### src/rtl/cart_map_mux.sv
// Cartridge mapper select: multiplexes N mapper channels onto the shared CPU/ROM/BSRAM buses.
// Optional macro CART_MAP_MUX_OUTREG_EN registers all data/control outputs (+1 cycle latency).
module cart_map_mux #(
  parameter int          N           = 5,
  parameter int          DEF_CH      = 0,
  parameter int          STABLE_CYC  = 4,
  parameter int          QUIESCE_CYC = 2,
  parameter logic [7:0]  IDLE_DI     = 8'hFF,
  parameter int          IDXW        = $clog2(N)
) (
  input  logic              mclk,
  input  logic              rst,
  input  logic [N-1:0]      map_active,
  input  logic [8*N-1:0]    ch_do,
  input  logic [N-1:0]      ch_irq_n,
  input  logic [24*N-1:0]   ch_rom_addr,
  input  logic [N-1:0]      ch_rom_ce_n,
  input  logic [N-1:0]      ch_rom_oe_n,
  input  logic [N-1:0]      ch_rom_word,
  input  logic [20*N-1:0]   ch_bsram_addr,
  input  logic [8*N-1:0]    ch_bsram_d,
  input  logic [N-1:0]      ch_bsram_ce_n,
  input  logic [N-1:0]      ch_bsram_oe_n,
  input  logic [N-1:0]      ch_bsram_we_n,
  output logic [7:0]        di,
  output logic              irq_n,
  output logic [23:0]       rom_addr,
  output logic              rom_ce_n,
  output logic              rom_oe_n,
  output logic              rom_word,
  output logic [19:0]       bsram_addr,
  output logic [7:0]        bsram_d,
  output logic              bsram_ce_n,
  output logic              bsram_oe_n,
  output logic              bsram_we_n,
  output logic [IDXW-1:0]   sel_idx,
  output logic              switching,
  output logic              conflict
);

  typedef enum logic {ST_RUN, ST_QUIESCE} state_t;

  typedef struct packed {
    logic [7:0]  di;
    logic        irq_n;
    logic [23:0] rom_addr;
    logic        rom_ce_n;
    logic        rom_oe_n;
    logic        rom_word;
    logic [19:0] bsram_addr;
    logic [7:0]  bsram_d;
    logic        bsram_ce_n;
    logic        bsram_oe_n;
    logic        bsram_we_n;
  } bus_t;

  localparam logic [7:0]      STAB_LIM = 8'(STABLE_CYC);
  localparam logic [7:0]      Q_INIT   = 8'(QUIESCE_CYC);
  localparam logic [IDXW-1:0] DEF_IDX  = IDXW'(DEF_CH);

  state_t          r_state, w_state_nxt;
  logic [7:0]      r_q_cnt, w_q_cnt_nxt;
  logic [7:0]      r_stab_cnt, w_stab_nxt;
  logic [IDXW-1:0] r_sel, w_sel_nxt;
  logic [IDXW-1:0] r_cand, w_cand_nxt;
  logic            r_conflict, w_conflict_nxt;

  // Per-channel unpack of the flat input buses
  logic [N-1:0][7:0]  w_do, w_bsd;
  logic [N-1:0][23:0] w_ra;
  logic [N-1:0][19:0] w_ba;

  for (genvar k = 0; k < N; k++) begin : g_ch
    assign w_do[k]  = ch_do[8*k +: 8];
    assign w_bsd[k] = ch_bsram_d[8*k +: 8];
    assign w_ra[k]  = ch_rom_addr[24*k +: 24];
    assign w_ba[k]  = ch_bsram_addr[20*k +: 20];
  end

  // Target decode; the default channel's own flag never counts
  logic [N-1:0]    w_masked;
  logic [4:0]      w_hot_cnt;
  logic [IDXW-1:0] w_target;
  logic            w_multi;

  always_comb begin
    w_masked         = map_active;
    w_masked[DEF_CH] = 1'b0;
    w_hot_cnt        = '0;
    w_target         = DEF_IDX;
    for (int k = 0; k < N; k++) begin
      if (w_masked[k]) begin
        w_hot_cnt = w_hot_cnt + 5'd1;
        w_target  = IDXW'(k);
      end
    end
    w_multi = (w_hot_cnt > 5'd1);
  end

  always_ff @(posedge mclk) begin
    if (rst) begin
      r_state    <= ST_QUIESCE;
      r_q_cnt    <= Q_INIT;
      r_stab_cnt <= '0;
      r_sel      <= DEF_IDX;
      r_cand     <= DEF_IDX;
      r_conflict <= 1'b0;
    end else begin
      r_state    <= w_state_nxt;
      r_q_cnt    <= w_q_cnt_nxt;
      r_stab_cnt <= w_stab_nxt;
      r_sel      <= w_sel_nxt;
      r_cand     <= w_cand_nxt;
      r_conflict <= w_conflict_nxt;
    end
  end

  always_comb begin
    w_state_nxt    = r_state;
    w_q_cnt_nxt    = r_q_cnt;
    w_stab_nxt     = r_stab_cnt;
    w_sel_nxt      = r_sel;
    w_cand_nxt     = r_cand;
    w_conflict_nxt = r_conflict;
    case (r_state)
      ST_QUIESCE: begin
        w_stab_nxt = '0;
        if (r_q_cnt <= 8'd1) begin
          w_q_cnt_nxt = '0;
          w_state_nxt = ST_RUN;
        end else begin
          w_q_cnt_nxt = r_q_cnt - 8'd1;
        end
      end
      default: begin
        if (w_multi) begin
          w_conflict_nxt = 1'b1;
          w_stab_nxt     = '0;
        end else if (w_target == r_sel) begin
          w_stab_nxt = '0;
        end else if (w_target == r_cand) begin
          w_stab_nxt = r_stab_cnt + 8'd1;
        end else begin
          w_cand_nxt = w_target;
          w_stab_nxt = 8'd1;
        end
        // Commit uses the updated candidate so STABLE_CYC=1 switches on first sight
        if (!w_multi && (w_target != r_sel) && (w_stab_nxt == STAB_LIM)) begin
          w_sel_nxt   = w_cand_nxt;
          w_stab_nxt  = '0;
          w_q_cnt_nxt = Q_INIT;
          w_state_nxt = ST_QUIESCE;
        end
      end
    endcase
  end

  bus_t w_idle, w_chan, w_bus_nxt, w_bus;
  logic w_force;

  always_comb begin
    w_idle            = '0;
    w_idle.di         = IDLE_DI;
    w_idle.irq_n      = 1'b1;
    w_idle.rom_ce_n   = 1'b1;
    w_idle.rom_oe_n   = 1'b1;
    w_idle.bsram_ce_n = 1'b1;
    w_idle.bsram_oe_n = 1'b1;
    w_idle.bsram_we_n = 1'b1;

    w_chan.di         = w_do[r_sel];
    w_chan.irq_n      = ch_irq_n[r_sel];
    w_chan.rom_addr   = w_ra[r_sel];
    w_chan.rom_ce_n   = ch_rom_ce_n[r_sel];
    w_chan.rom_oe_n   = ch_rom_oe_n[r_sel];
    w_chan.rom_word   = ch_rom_word[r_sel];
    w_chan.bsram_addr = w_ba[r_sel];
    w_chan.bsram_d    = w_bsd[r_sel];
    w_chan.bsram_ce_n = ch_bsram_ce_n[r_sel];
    w_chan.bsram_oe_n = ch_bsram_oe_n[r_sel];
    w_chan.bsram_we_n = ch_bsram_we_n[r_sel];
  end

  // Strobes stay inactive while reset is held, not only after the first reset edge
  assign w_force   = rst || (r_state == ST_QUIESCE);
  assign w_bus_nxt = w_force ? w_idle : w_chan;

`ifdef CART_MAP_MUX_OUTREG_EN
  bus_t r_bus;
  always_ff @(posedge mclk) begin
    if (rst) r_bus <= w_idle;
    else     r_bus <= w_bus_nxt;
  end
  assign w_bus = r_bus;
`else
  assign w_bus = w_bus_nxt;
`endif

  assign di         = w_bus.di;
  assign irq_n      = w_bus.irq_n;
  assign rom_addr   = w_bus.rom_addr;
  assign rom_ce_n   = w_bus.rom_ce_n;
  assign rom_oe_n   = w_bus.rom_oe_n;
  assign rom_word   = w_bus.rom_word;
  assign bsram_addr = w_bus.bsram_addr;
  assign bsram_d    = w_bus.bsram_d;
  assign bsram_ce_n = w_bus.bsram_ce_n;
  assign bsram_oe_n = w_bus.bsram_oe_n;
  assign bsram_we_n = w_bus.bsram_we_n;

  assign sel_idx    = r_sel;
  assign switching  = (r_state == ST_QUIESCE);
  assign conflict   = r_conflict;

endmodule

### config.mk
export PLATFORM = sky130hd
export DESIGN_NAME = cart_map_mux
export DESIGN_NICKNAME = d
export VERILOG_FILES = /design/src/rtl/cart_map_mux.sv
export SDC_FILE = /design/constraint.sdc
export NUM_CORES = 1
export LEC_CHECK = 0
export BUFFER_PORTS_ARGS = -buffer_cell sky130_fd_sc_hd__buf_2
export CORE_AREA = 5 5 160 162
export DETAILED_ROUTE_END_ITERATION = 10
export DIE_AREA = 0 0 165 167
export GPL_TIMING_DRIVEN = 0
export HOLD_SLACK_MARGIN = 0.15
export SLEW_MARGIN = 0
export SYNTH_ARGS = -nofsm -noshare
export SYNTH_HDL_FRONTEND = slang
export SYNTH_SLANG_ARGS = --single-unit
### constraint.sdc
create_clock -name mclk -period 2.9 [get_ports mclk]
set_input_delay 0.58 -clock mclk [delete_from_list [all_inputs] [get_ports mclk]]
set_output_delay 0.58 -clock mclk [all_outputs]
set_load 0.005 [all_outputs]
Yosys cells after proc, flatten, opt, wreduce, memory -nomap -nowiden
Index checks and enable logic that the tools add are counted.

Bits in read-only memories: 0. Output and inout port bits: 72. Memories: 0. Bits in latches: 0. Flip-flop bits (word level): 24. Input port bits: 342. Logic and storage cells: 71. Memory bits (writable): 0.

Shift operators: 0. Reductions and logical operators: 8. Order comparisons: 3. Bitwise gates (word level): 1. Multipliers: 0. Eq/ne operators: 4. Divide/modulo/power cells: 0. Multiplexer cells: 44. Add/sub/neg operators: 5.

Operators with widths (count): binary-select mux 24 bit (select 3 bit) (1); two-way mux 8 bit (9); two-way mux 67 bit (1); binary-select mux 20 bit (select 3 bit) (1); binary-select mux 8 bit (select 3 bit) (2); two-way mux 24 bit (1); binary-select mux 1 bit (select 3 bit) (7); two-way mux 20 bit (1); adder 5 x 1 -> 5 bit (second input constant) (3); two-way mux 3 bit (5); two-way mux 5 bit (3); two-way mux 1 bit (12); adder 8 x 1 -> 8 bit (second input constant) (1); == test 8 x 3 -> 1 bit (second input constant) (1); less-or-equal comparator 8 x 1 -> 1 bit (second input constant) (1); subtractor 8 x 1 -> 8 bit (second input constant) (1); == test 3 bit (2); > comparator 5 x 1 -> 1 bit (second input constant) (1); less-than comparator 3 x 4 -> 1 bit (second input constant) (1); AND reduction 2 bit (2); inequality test 3 bit (1); OR reduction 3 bit (1); logical AND 1 bit (2); two-way mux 2 bit (1); 4 further kinds (4).

Depth between registers and ports, before layout
Gate-level depths: netlist (run 1).

Depth in word-level cells: 14. Gate-level depth with buffers: 11. Mapped depth without buffers: 10.

Worst setup path after synthesis (run 1)
OpenSTA, ideal clock, no wires.

Kind: input -> register. Start: input map_active[1]. End: register r_stab_cnt[7]. Arrival: 2.751 ns. Required time: 2.834 ns. Stages on the path: 10. Path slack: 0.083 ns. Setup time: 0.066 ns. Path through: ha_1 nor2b_1 or2_2 ha_1 nand2b_1 o31a_1 a311o_1 or4b_1 buf_4 a21oi_2.

Longest elaborated chain between the ends: 13. Elaborated cells on any way between the ends: 24. Classes of those cells: add/sub (3); order compare (1); eq/ne (4); mux (12); reduce/logical (4).

RTL lines: from (decl) (RTL line 13) `input logic [N-1:0] map_active,`; two-way mux 1 bit (RTL line 92) `if (w_masked[k]) begin`; adder 5 x 1 -> 5 bit (RTL line 93) `w_hot_cnt = w_hot_cnt + 5'd1;`; two-way mux 5 bit (RTL line 92); adder 5 x 1 -> 5 bit (RTL line 93); two-way mux 5 bit (RTL line 92); adder 5 x 1 -> 5 bit (RTL line 93); two-way mux 5 bit (RTL line 92); > comparator 5 x 1 -> 1 bit (RTL line 97) `w_multi = (w_hot_cnt > 5'd1);`; two-way mux 8 bit (RTL line 136) `if (w_multi) begin`; two-way mux 8 bit (RTL line 125) `case (r_state)`; == test 8 x 3 -> 1 bit (RTL line 148) `if (!w_multi && (w_target != r_sel) && (w_stab_nxt == STAB_LIM)) begin`; logical AND 1 bit (RTL line 148); OR reduction 3 bit (no source line); to (signal assigned) (RTL line 111) `r_stab_cnt <= w_stab_nxt;`; to (decl) (RTL line 63) `logic [7:0] r_stab_cnt, w_stab_nxt;`.

Several ways; a longest one is shown, not always the timed one. The select of a mux whose other input is x is not followed. A chain may end at the register's enable or synchronous reset.

Worst setup path after layout (run 1)
Start: register r_sel[1] (netlist: sel_idx[1]). End: output bsram_addr[13].

Longest elaborated chain between the ends: 3.

RTL lines: from (decl) (RTL line 64) `logic [IDXW-1:0] r_sel, w_sel_nxt;`; from (signal assigned) (RTL line 112) `r_sel <= w_sel_nxt;`; binary-select mux 20 bit (select 3 bit) (RTL line 177) `w_chan.bsram_addr = w_ba[r_sel];`; two-way mux 20 bit (implied by the code) (RTL line 177); two-way mux 67 bit (RTL line 186) `assign w_bus_nxt = w_force ? w_idle : w_chan;`; to (decl) (RTL line 31) `output logic [19:0] bsram_addr,`.

Every way passes these cells. The select of a mux whose other input is x is not followed.

==> impl_metrics.yaml, run 1 <==
timing:
  finalSetupViolCount: 0
  setup_ws_ps: 102
  period_needed_ps: 2800
  skew_ps: 1.79
  slew_headroom_pct: 47.9
  slew_viol_final: 0
  fmax_mhz: 357
  hold-worst-slack_ps: 469
  hold_violations: 0
  rsz0062_at_grt: "true"
  setup_tns_ps: 0
  tightestPinTransition_ps: 782
  min_period_over_period_pct: 96.5
global_route:
  grt_overflow_total: 0
  antenna_found_initial: 0
  grt_pass1_vias: 5274
  grt_usage_pct: 15.6
  grt_max_degree: 14
  grt_pass1_wl_mm: 32.6
logic_synthesis:
  synth-seq-cells: 24
  synth_mux_area_share_pct: 39.9
  yosys_warnings: 0
  synth_cell_types: 57
  synth_fa_ha_area_share_pct: 2.57
  yosysMostFrequentCell: "mux4_2"
  synthArstFlopShare_pct: 0
  synth_compound_area_share_pct: 21.6
  yosysSeqAreaShare_pct: 12.3
  yosysTopAreaCell: "mux4_2"
  synthFlopType: "dfxtp_1"
  synthesis.nets: 753
  synth_area_leaders: "mux4_2, dfxtp_1, a22oi_1"
  syn_area_per_cell_um2: 9.66
  synthCells: 403
  yosys.area_share.simple_pct: 15.5
  synth_top_area_share_pct: 38.8
  synth_top_family_by_area: "multiplexers"
  synth-edff-count: 0
  synth_commonest_cells: "mux4_2, nor2_1, a22oi_1, clkbuf_1, dfxtp_1"
  synth-xor-area-share_pct: 1.80
  synthesis.area_mm2: 0.00389
detailed_routing:
  antenna_left: 0
  drt-initial-drc-count: 352
  drc_errors: 0
  wl_mm: 24.0
  drt_pre_antenna_iters: 7
  vias: 5371
  via_per_inst: 4.70
  wl_per_cell_um: 21.0
worst_setup_path:
  critPathLaunchType: "flop"
  cpPeakStageDelay_ps: 550
  critPathRequiredTime_ps: 2320
  cp_max_fo: 10
  crit_slowest_cell: "clkbuf_1"
  r2r_cells: 6
  r2r-end: "r_stab_cnt[7]"
  r2r-start: "r_stab_cnt[0]"
  r2r_slack_ps: 480
  cp_num_buf_inv: 3
  cp_data_arrival_time_ps: 2220
  crit_path_end_kind: "output pin"
  crit_chain: "clkbuf_4, clkbuf_1, mux4_2, a22oi_1, nor2_1, buf_2"
  crit_family: "buffers and inverters"
  setup.worst_path.class: "flop to output pin"
power:
  powerDensity_mw_per_mm2: 247
  ir_drop_mv: 0.183
  p_leak_nw: 3.08
clock_tree:
  cts.sinks: 24
  cts_tree: "built"
  numCtsBuffers: 3
  clockBufferDepth: 2
  clk_latency_ps: 260
  clk_pin_slew_ps: 60
  htreeDepth: 1
  clockRootBuffer: "clkbuf_16"
job:
  drv_cap: 0
final_layout:
  fill_cells: 2583
  postLayoutCoreUtil_pct: 27.4
  final_area_mm2: 0.00656
  register_area_um2: 482
  layout-drive-gt1-share_pct: 64.2
  multi_input_area_mm2: 0.00319
  antenna-diode-count: 0
  area_delta_synth_final_pct: 68.5
  fin_nets: 1169
floorplan:
  die_w_um: 165
  io_pins: 414
  initial_core_util_pct: 16.2
  row_count: 57
  core-area_mm2: 0.0240
  die_h_um: 167
  dieArea_mm2: 0.0276
worst_hold_path:
  hold_class: "flop to flop"
  whs_path_depth: 1
  worstHoldEndpoint: "conflict"
  hold_start: "conflict"
placement:
  portBuffers: 411
  gp_congestion: 0.901
  place_area_mm2: 0.00635
  hpwlAfterDp_mm: 20.5
  place_ws_ps: -869
run_status:
  status: "complete, no violations"
layout make-up:
class,instances,area share (%)
buffer,44,4.08
clock buffer,4,1.35
sequential,24,7.35
timing repair buffer,412,31.5
multi-input combinational,319,48.6
tap,324,6.18
inverter,15,0.916
worst reg2reg max path: stages (launching register included):
cell and delay, ps:
dfxtp_1 440, ha_1 330, and4b_1 230, o311a_1 370
o2111ai_1 250, or4b_4 620, a21oi_2 130
worst max-delay path by stage:
stage,startpoint,end,cells after the start
CTS,sel_idx[0],rom_addr[21],7
global placement,sel_idx[1],rom_addr[20],7
global route,map_active[2],r_q_cnt[3],11
floorplan,map_active[1],r_stab_cnt[7],10
finish,sel_idx[1],bsram_addr[13],6
detailed placement,sel_idx[1],rom_addr[21],7
state kept, by name, indices dropped and copies added (netlist names):
register    cells
r_cand          3
r_stab_cnt      8
r_q_cnt         8
switching       1
sel_idx         3
conflict        1
layer usage:
layer	up-vias	track usage, %	routed length, um
met3	22	2.99	2370
met2	327	27.5	11800
met5	-	0	0
met4	0	3.22	387
met1	2557	19.7	9380
li1	2465	-	-
placed cells by master (no fill, tap or decap), types with 2 or more instances in the layout:
master / synthesis / layout
a21oi_1: 7 / 7
a221o_1: 14 / 14
a22oi_1: 53 / 53
a311o_1: 2 / 2
a31oi_1: 2 / 2
a41oi_1: 2 / 2
buf_1: 6 / 3
buf_2: 6 / 416
buf_4: 1 / 4
buf_6: 1 / 3
clkbuf_1: 31 / 14
clkbuf_16: 0 / 3
clkbuf_2: 0 / 8
clkbuf_4: 0 / 5
clkbuf_8: 0 / 3
dfxtp_1: 24 / 23
ha_1: 8 / 8
inv_1: 14 / 13
mux2i_1: 2 / 2
mux4_2: 67 / 67
nand2_1: 9 / 9
nand3_1: 5 / 5
nand4_1: 2 / 2
nor2_1: 63 / 63
nor2_2: 6 / 6
nor2b_1: 6 / 6
nor3_1: 6 / 5
nor3b_1: 2 / 2
nor4_1: 5 / 5
o21ai_0: 4 / 4
o21ai_1: 8 / 8
o21bai_1: 2 / 2
o22ai_1: 3 / 3
o31ai_1: 2 / 2
or3_1: 6 / 6
or3b_1: 2 / 2
xnor2_1: 5 / 5
xor2_1: 3 / 3
cell families after synthesis:
kind of cell	count (synthesis)
muxes	71
AOI/OAI and AO/OA	110
xor gates and xnor gates	8
buffers and inverters	60
DFF	24
and+or+nand+nor	122
adders and majority gates	8
what timing repair did:
action | 4_1_cts | 5_1_grt
buffers inserted | 1 | 0
pin swaps | 0 | 2
resized for setup | 44 | 18
hold buffers | 0 | 0
endpoints found under the setup margin | 67 | 54
metrics by stage:
stage / std cells / power [W]
after floorplan: 403 / 0.000850
after global placement: 1138 / 0.00128
after detailed placement: 1138 / 0.00129
after CTS: 1143 / 0.00163
after global routing: 1142 / 0.00173
final: 1142 / 0.00162
power by group:
part | leakage [nW] | switching, W | internal (W) | total, W
Clock | 0.0442 | 0.000119 | 0.000211 | 0.000330
Sequential | 0.196 | 0.0000531 | 0.000375 | 0.000428
Combinational | 2.84 | 0.000422 | 0.000439 | 0.000860
Total | 3.08 | 0.000594 | 0.00102 | 0.00162
(Power assumes the default switching activity.)
==> inputs of run 2 (changes only) <==
--- a/config.mk
+++ b/config.mk
@@ -7,10 +7,12 @@
 export LEC_CHECK = 0
 export BUFFER_PORTS_ARGS = -buffer_cell sky130_fd_sc_hd__buf_2
 export CORE_AREA = 5 5 160 162
+export CTS_CLUSTER_SIZE = 25
 export DETAILED_ROUTE_END_ITERATION = 10
 export DIE_AREA = 0 0 165 167
 export GPL_TIMING_DRIVEN = 0
 export HOLD_SLACK_MARGIN = 0.15
+export SETUP_SLACK_MARGIN = 0.2
 export SLEW_MARGIN = 0
 export SYNTH_ARGS = -nofsm -noshare
 export SYNTH_HDL_FRONTEND = slang
==> constraint.sdc (replaced) <==
create_clock -name mclk -period 2.8 [get_ports mclk]
set_input_delay 0.56 -clock mclk [delete_from_list [all_inputs] [get_ports mclk]]
set_output_delay 0.56 -clock mclk [all_outputs]
set_load 0.005 [all_outputs]
==> run 2 against run 1 <==
  * Die area unchanged
  * Sequential share of layout area decreased by 0.41 points
  * Global-route usage increased by 0.082 points
  * Worst hold slack improved by 11 ps
  * Sequential cell count unchanged
  * Wire length increased by 1.1%
  * Critical endpoint is now r_stab_cnt[7]
==> impl_metrics.yaml, run 2 (synthesized netlist as in run 1, its figures left out) <==
timing:
  finalSetupViolCount: 0
  tightestPinTransition_ps: 669
  hold_violations: 0
  slew_headroom_pct: 54.7
  skew_ps: 4.57
  rsz0062_at_grt: "true"
  slew_viol_final: 0
  setup_tns_ps: 0
  hold-worst-slack_ps: 481
  fmax_mhz: 387
  min_period_over_period_pct: 92.3
  period_needed_ps: 2590
job:
  drv_cap: 0
worst_setup_path:
  cp_data_arrival_time_ps: 2780
  crit_path_end_kind: "flop"
  cp_max_fo: 7
  setup.worst_path.class: "input pin to flop"
  critPathLaunchType: "input pin"
  critPathRequiredTime_ps: 3000
global_route:
  antenna_found_initial: 4
  grt_overflow_total: 0
  grt_pass1_vias: 5414
  grt_pass1_wl_mm: 33.4
  grt_max_degree: 13
  grt_usage_pct: 15.7
placement:
  dp_cells: 1138
  gp_congestion: 0.899
  portBuffers: 411
  place_area_mm2: 0.00642
  hpwlAfterDp_mm: 20.5
clock_tree:
  clk_latency_ps: 260
  numCtsBuffers: 3
  clk_pin_slew_ps: 60
  clockBufferDepth: 2
  htreeDepth: 1
  cts_tree: "built"
  clockRootBuffer: "clkbuf_16"
  cts.sinks: 24
floorplan:
  die_w_um: 165
  core-area_mm2: 0.0240
  die_h_um: 167
  io_pins: 414
  initial_core_util_pct: 16.2
  row_count: 57
  dieArea_mm2: 0.0276
power:
  powerDensity_mw_per_mm2: 239
  p_leak_nw: 3.23
  ir_drop_mv: 0.250
  total_power_w: 0.00167
detailed_routing:
  wl_mm: 24.2
  drt-initial-drc-count: 449
  antenna_left: 0
  wl_per_cell_um: 21.0
  drc_errors: 0
  vias: 5399
  drt_pre_antenna_iters: 5
  via_per_inst: 4.67
final_layout:
  layout_common_cells: "buf_2, mux4_2, nor2_1, a22oi_1, dfxtp_1"
  final_common_cell: "buf_2"
  reg_top3: "r_q_cnt x8, r_stab_cnt x8"
  fin_nets: 1181
  layout-drive-gt1-share_pct: 68.2
  area_delta_synth_final_pct: 79.9
  fill_cells: 2631
  final_area_mm2: 0.00700
  multi_input_area_mm2: 0.00334
  layout.cells.non_filler: 1156
  register_area_um2: 485
run_status:
  status: "complete, no violations"
worst_hold_path:
  hold_class: "flop to flop"
## run 2: final timing paths
| check | start | endpoint | slack (ps) | cells past startpoint |
|---|---|---|---|---|
| max | map_active[2] | r_stab_cnt[7] | 210 | 11 |
| min | conflict | conflict | 480 | 1 |
| max reg2reg | sel_idx[2] | r_stab_cnt[7] | 320 | 8 |
| min reg2reg | conflict | conflict | 480 | 1 |
## run 2: timing repair
| action | 4_1_cts | 5_1_grt |
|---|---|---|
| pin swaps | 10 | 2 |
| buffers inserted | 9 | 2 |
| cloned | 0 | 1 |
| endpoints found under the setup margin | 86 | 69 |
| hold buffers | 0 | 0 |
| resized for setup | 86 | 38 |
## run 2: cell type report
class	instances	share of cell area (%)
Sequential cell	24	6.94
Multi-Input combinational cell	319	47.7
Antenna cell	3	0.107
Timing Repair Buffer	423	31.8
Buffer	45	5.63
Tap cell	324	5.79
Clock buffer	3	1.07
Inverter	15	0.930
## run 2: power breakdown
| group | switching (W) | internal [W] | total [W] |
|---|---|---|---|
| clock | 0.000119 | 0.000189 | 0.000308 |
| combinational | 0.000444 | 0.000479 | 0.000923 |
| sequential | 0.0000544 | 0.000388 | 0.000442 |
| total | 0.000617 | 0.00106 | 0.00167 |
## run 2: through the flow
step                utilization, %  setup slack, ps
CTS                           28.5              175
finish                        29.2              215
floorplan                        -              146
detailed placement            26.8             -878
global route                  29.2              149
global placement              26.8             -827
## run 2: critical path, cell delays in order
cell,delay [ps]
buf_12,110
ha_4,140
nor2b_4,110
or2_4,230
ha_4,200
nand2b_4,130
o31a_1,120
a311o_1,360
or4b_4,560
buf_12,170
a21oi_2,90
## run 2: per-layer routing
metal	GRT usage (%)	part of all wire (%)	up-vias	wire, um
li1	-	-	2496	-
met1	20.8	41	2619	9980
met2	26.7	49	264	12000
met3	3.53	8.4	16	2030
met4	2.06	0.91	4	220
met5	0	0.10	-	25
==> inputs of run 3 (changes only) <==
--- a/config.mk
+++ b/config.mk
@@ -6,11 +6,10 @@
 export NUM_CORES = 1
 export LEC_CHECK = 0
 export BUFFER_PORTS_ARGS = -buffer_cell sky130_fd_sc_hd__buf_2
-export CORE_AREA = 5 5 160 162
+export CORE_AREA = 5 5 159 161
 export CTS_CLUSTER_SIZE = 25
 export DETAILED_ROUTE_END_ITERATION = 10
-export DIE_AREA = 0 0 165 167
-export GPL_TIMING_DRIVEN = 0
+export DIE_AREA = 0 0 164 166
 export HOLD_SLACK_MARGIN = 0.15
 export SETUP_SLACK_MARGIN = 0.2
 export SLEW_MARGIN = 0
==> run 3 against run 2 <==
  * Critical path depth shrank 6
  * Highest routed layer unchanged
  * Sequential power shrank 2%
  * Clock-buffer cell count grew 1
  * Largest cell class unchanged
==> impl_metrics.yaml, run 3 (synthesized netlist as in run 1, its figures left out) <==
global_route:
  grt_overflow_total: 0
  grt_usage_pct: 15.8
  grt_pass1_wl_mm: 33.5
  grt_max_degree: 45
  grt_pass1_vias: 5449
  antenna_found_initial: 4
clock_tree:
  htreeDepth: 1
  numCtsBuffers: 3
  clk_pin_slew_ps: 60
  clockBufferDepth: 2
  cts.sinks: 24
  cts_tree: "built"
  clk_latency_ps: 260
  clockRootBuffer: "clkbuf_16"
detailed_routing:
  drc_errors: 0
  wl_mm: 24.0
  drt-initial-drc-count: 385
  wl_per_cell_um: 20.7
  vias: 5428
  drt_pre_antenna_iters: 4
  via_per_inst: 4.68
  antenna_left: 0
run_status:
  status: "complete, no violations"
timing:
  finalSetupViolCount: 0
  skew_ps: 2.73
  fmax_mhz: 388
  setup_ws_ps: 220
  min_period_over_period_pct: 92.1
  rsz0062_at_grt: "true"
  hold_violations: 0
  period_needed_ps: 2580
  slew_headroom_pct: 52.8
  slew_viol_final: 0
  tightestPinTransition_ps: 696
worst_setup_path:
  critPathRequiredTime_ps: 2240
  cp_max_fo: 11
  setup.worst_path.class: "flop to output pin"
  crit_path_end_kind: "output pin"
  critPathLaunchType: "flop"
  cp_data_arrival_time_ps: 2020
power:
  total_power_w: 0.00170
  p_sw_share_pct: 36.3
  switching_power_w: 0.000615
  p_leak_nw: 3.29
  intPower_w: 0.00108
  ir_drop_mv: 0.311
  seqPwrFrac_pct: 25.5
  clkPwrFrac_pct: 18.5
  powerDensity_mw_per_mm2: 241
  comb_power_share_pct: 56.1
final_layout:
  layout_common_cells: "buf_2, mux4_2, nor2_1, a22oi_1, buf_4"
  area_delta_synth_final_pct: 81.1
  multi_input_area_mm2: 0.00327
  fill_cells: 2596
  layout-drive-gt1-share_pct: 68.5
  register_area_um2: 488
  fin_nets: 1185
  final_common_cell: "buf_2"
  reg_top3: "r_q_cnt x8, r_stab_cnt x8"
placement:
  gp_congestion: 0.896
  hpwlAfterDp_mm: 19.2
  place_ws_ps: -86.2
  portBuffers: 412
job:
  drv_cap: 0
floorplan:
  die_h_um: 166
  die_w_um: 164
  initial_core_util_pct: 16.3
  core-area_mm2: 0.0238
  io_pins: 414
  row_count: 57
  dieArea_mm2: 0.0272
worst_hold_path:
  hold_class: "flop to flop"
## run 3: changes by cell type in the layout (fill, tap and decap cells not counted), sizes merged
| cell | delta |
|---|---|
| buf | +34 |
| clkbuf | -29 |
| clkinvlp | -1 |
| diode | -1 |
| inv | +1 |
## run 3: final timing paths
path / startpoint / endpoint / slack (ps) / depth (start not counted)
worst max-delay path: sel_idx[0] / di[3] / 220 / 5
worst min-delay path: conflict / conflict / 470 / 1
worst max register to register: r_stab_cnt[1] / r_stab_cnt[7] / 370 / 7
worst min register to register: conflict / conflict / 470 / 1
## run 3: layer usage
metal / track usage [%] / wire length, um / vias up
li1: - / - / 2498
met1: 20.3 / 9750 / 2647
met2: 26.7 / 11700 / 259
met3: 4.74 / 2260 / 20
met4: 2.77 / 240 / 4
met5: 0 / 25 / -
## run 3: what timing repair did
item,4_1_cts,5_1_grt
hold buffers,0,0
pin swaps,3,10
endpoints found under the setup margin,22,38
setup buffers,7,14
cloned,1,1
gates resized for setup,11,18
## run 3: stage by stage
stage | setup TNS (ps) | area [um^2] | hold slack (ps) | utilization [%] | instances
5_1_grt | 0 | 7050 | 501 | 29.6 | 1160
3_3_place_gp | -407 | 6600 | 449 | 27.7 | 1131
4_1_cts | 0 | 6830 | 479 | 28.7 | 1143
2_1_floorplan | 0 | 3960 | 455 | - | 403
3_5_place_dp | -777 | 6600 | 455 | 27.7 | 1131
6_report | 0 | 7050 | 472 | 29.6 | 1160
## run 3: critical path, cell delays in order, from the launching register on
cell	delay, ps
dfxtp_4	410
buf_12	150
buf_12	140
mux4_2	490
a221o_1	400
buf_2	170
## run 3: final cells by class
class	instances	area share (%)
Multi-Input combinational cell	319	46.5
Timing Repair Buffer	472	38.9
Sequential cell	24	6.93
Tap cell	324	5.75
Clock buffer	4	1.12
Inverter	15	0.799
Antenna cell	2	0.0710
## run 3: power groups by stage
stage          combinational, W  clock (W)  sequential [W]
6_report               0.000951   0.000313        0.000432
5_1_grt                 0.00105   0.000341        0.000439
4_1_cts                0.000943   0.000327        0.000431
3_5_place_dp           0.000935          0        0.000437
3_3_place_gp           0.000921          0        0.000437
2_1_floorplan          0.000456          0        0.000436
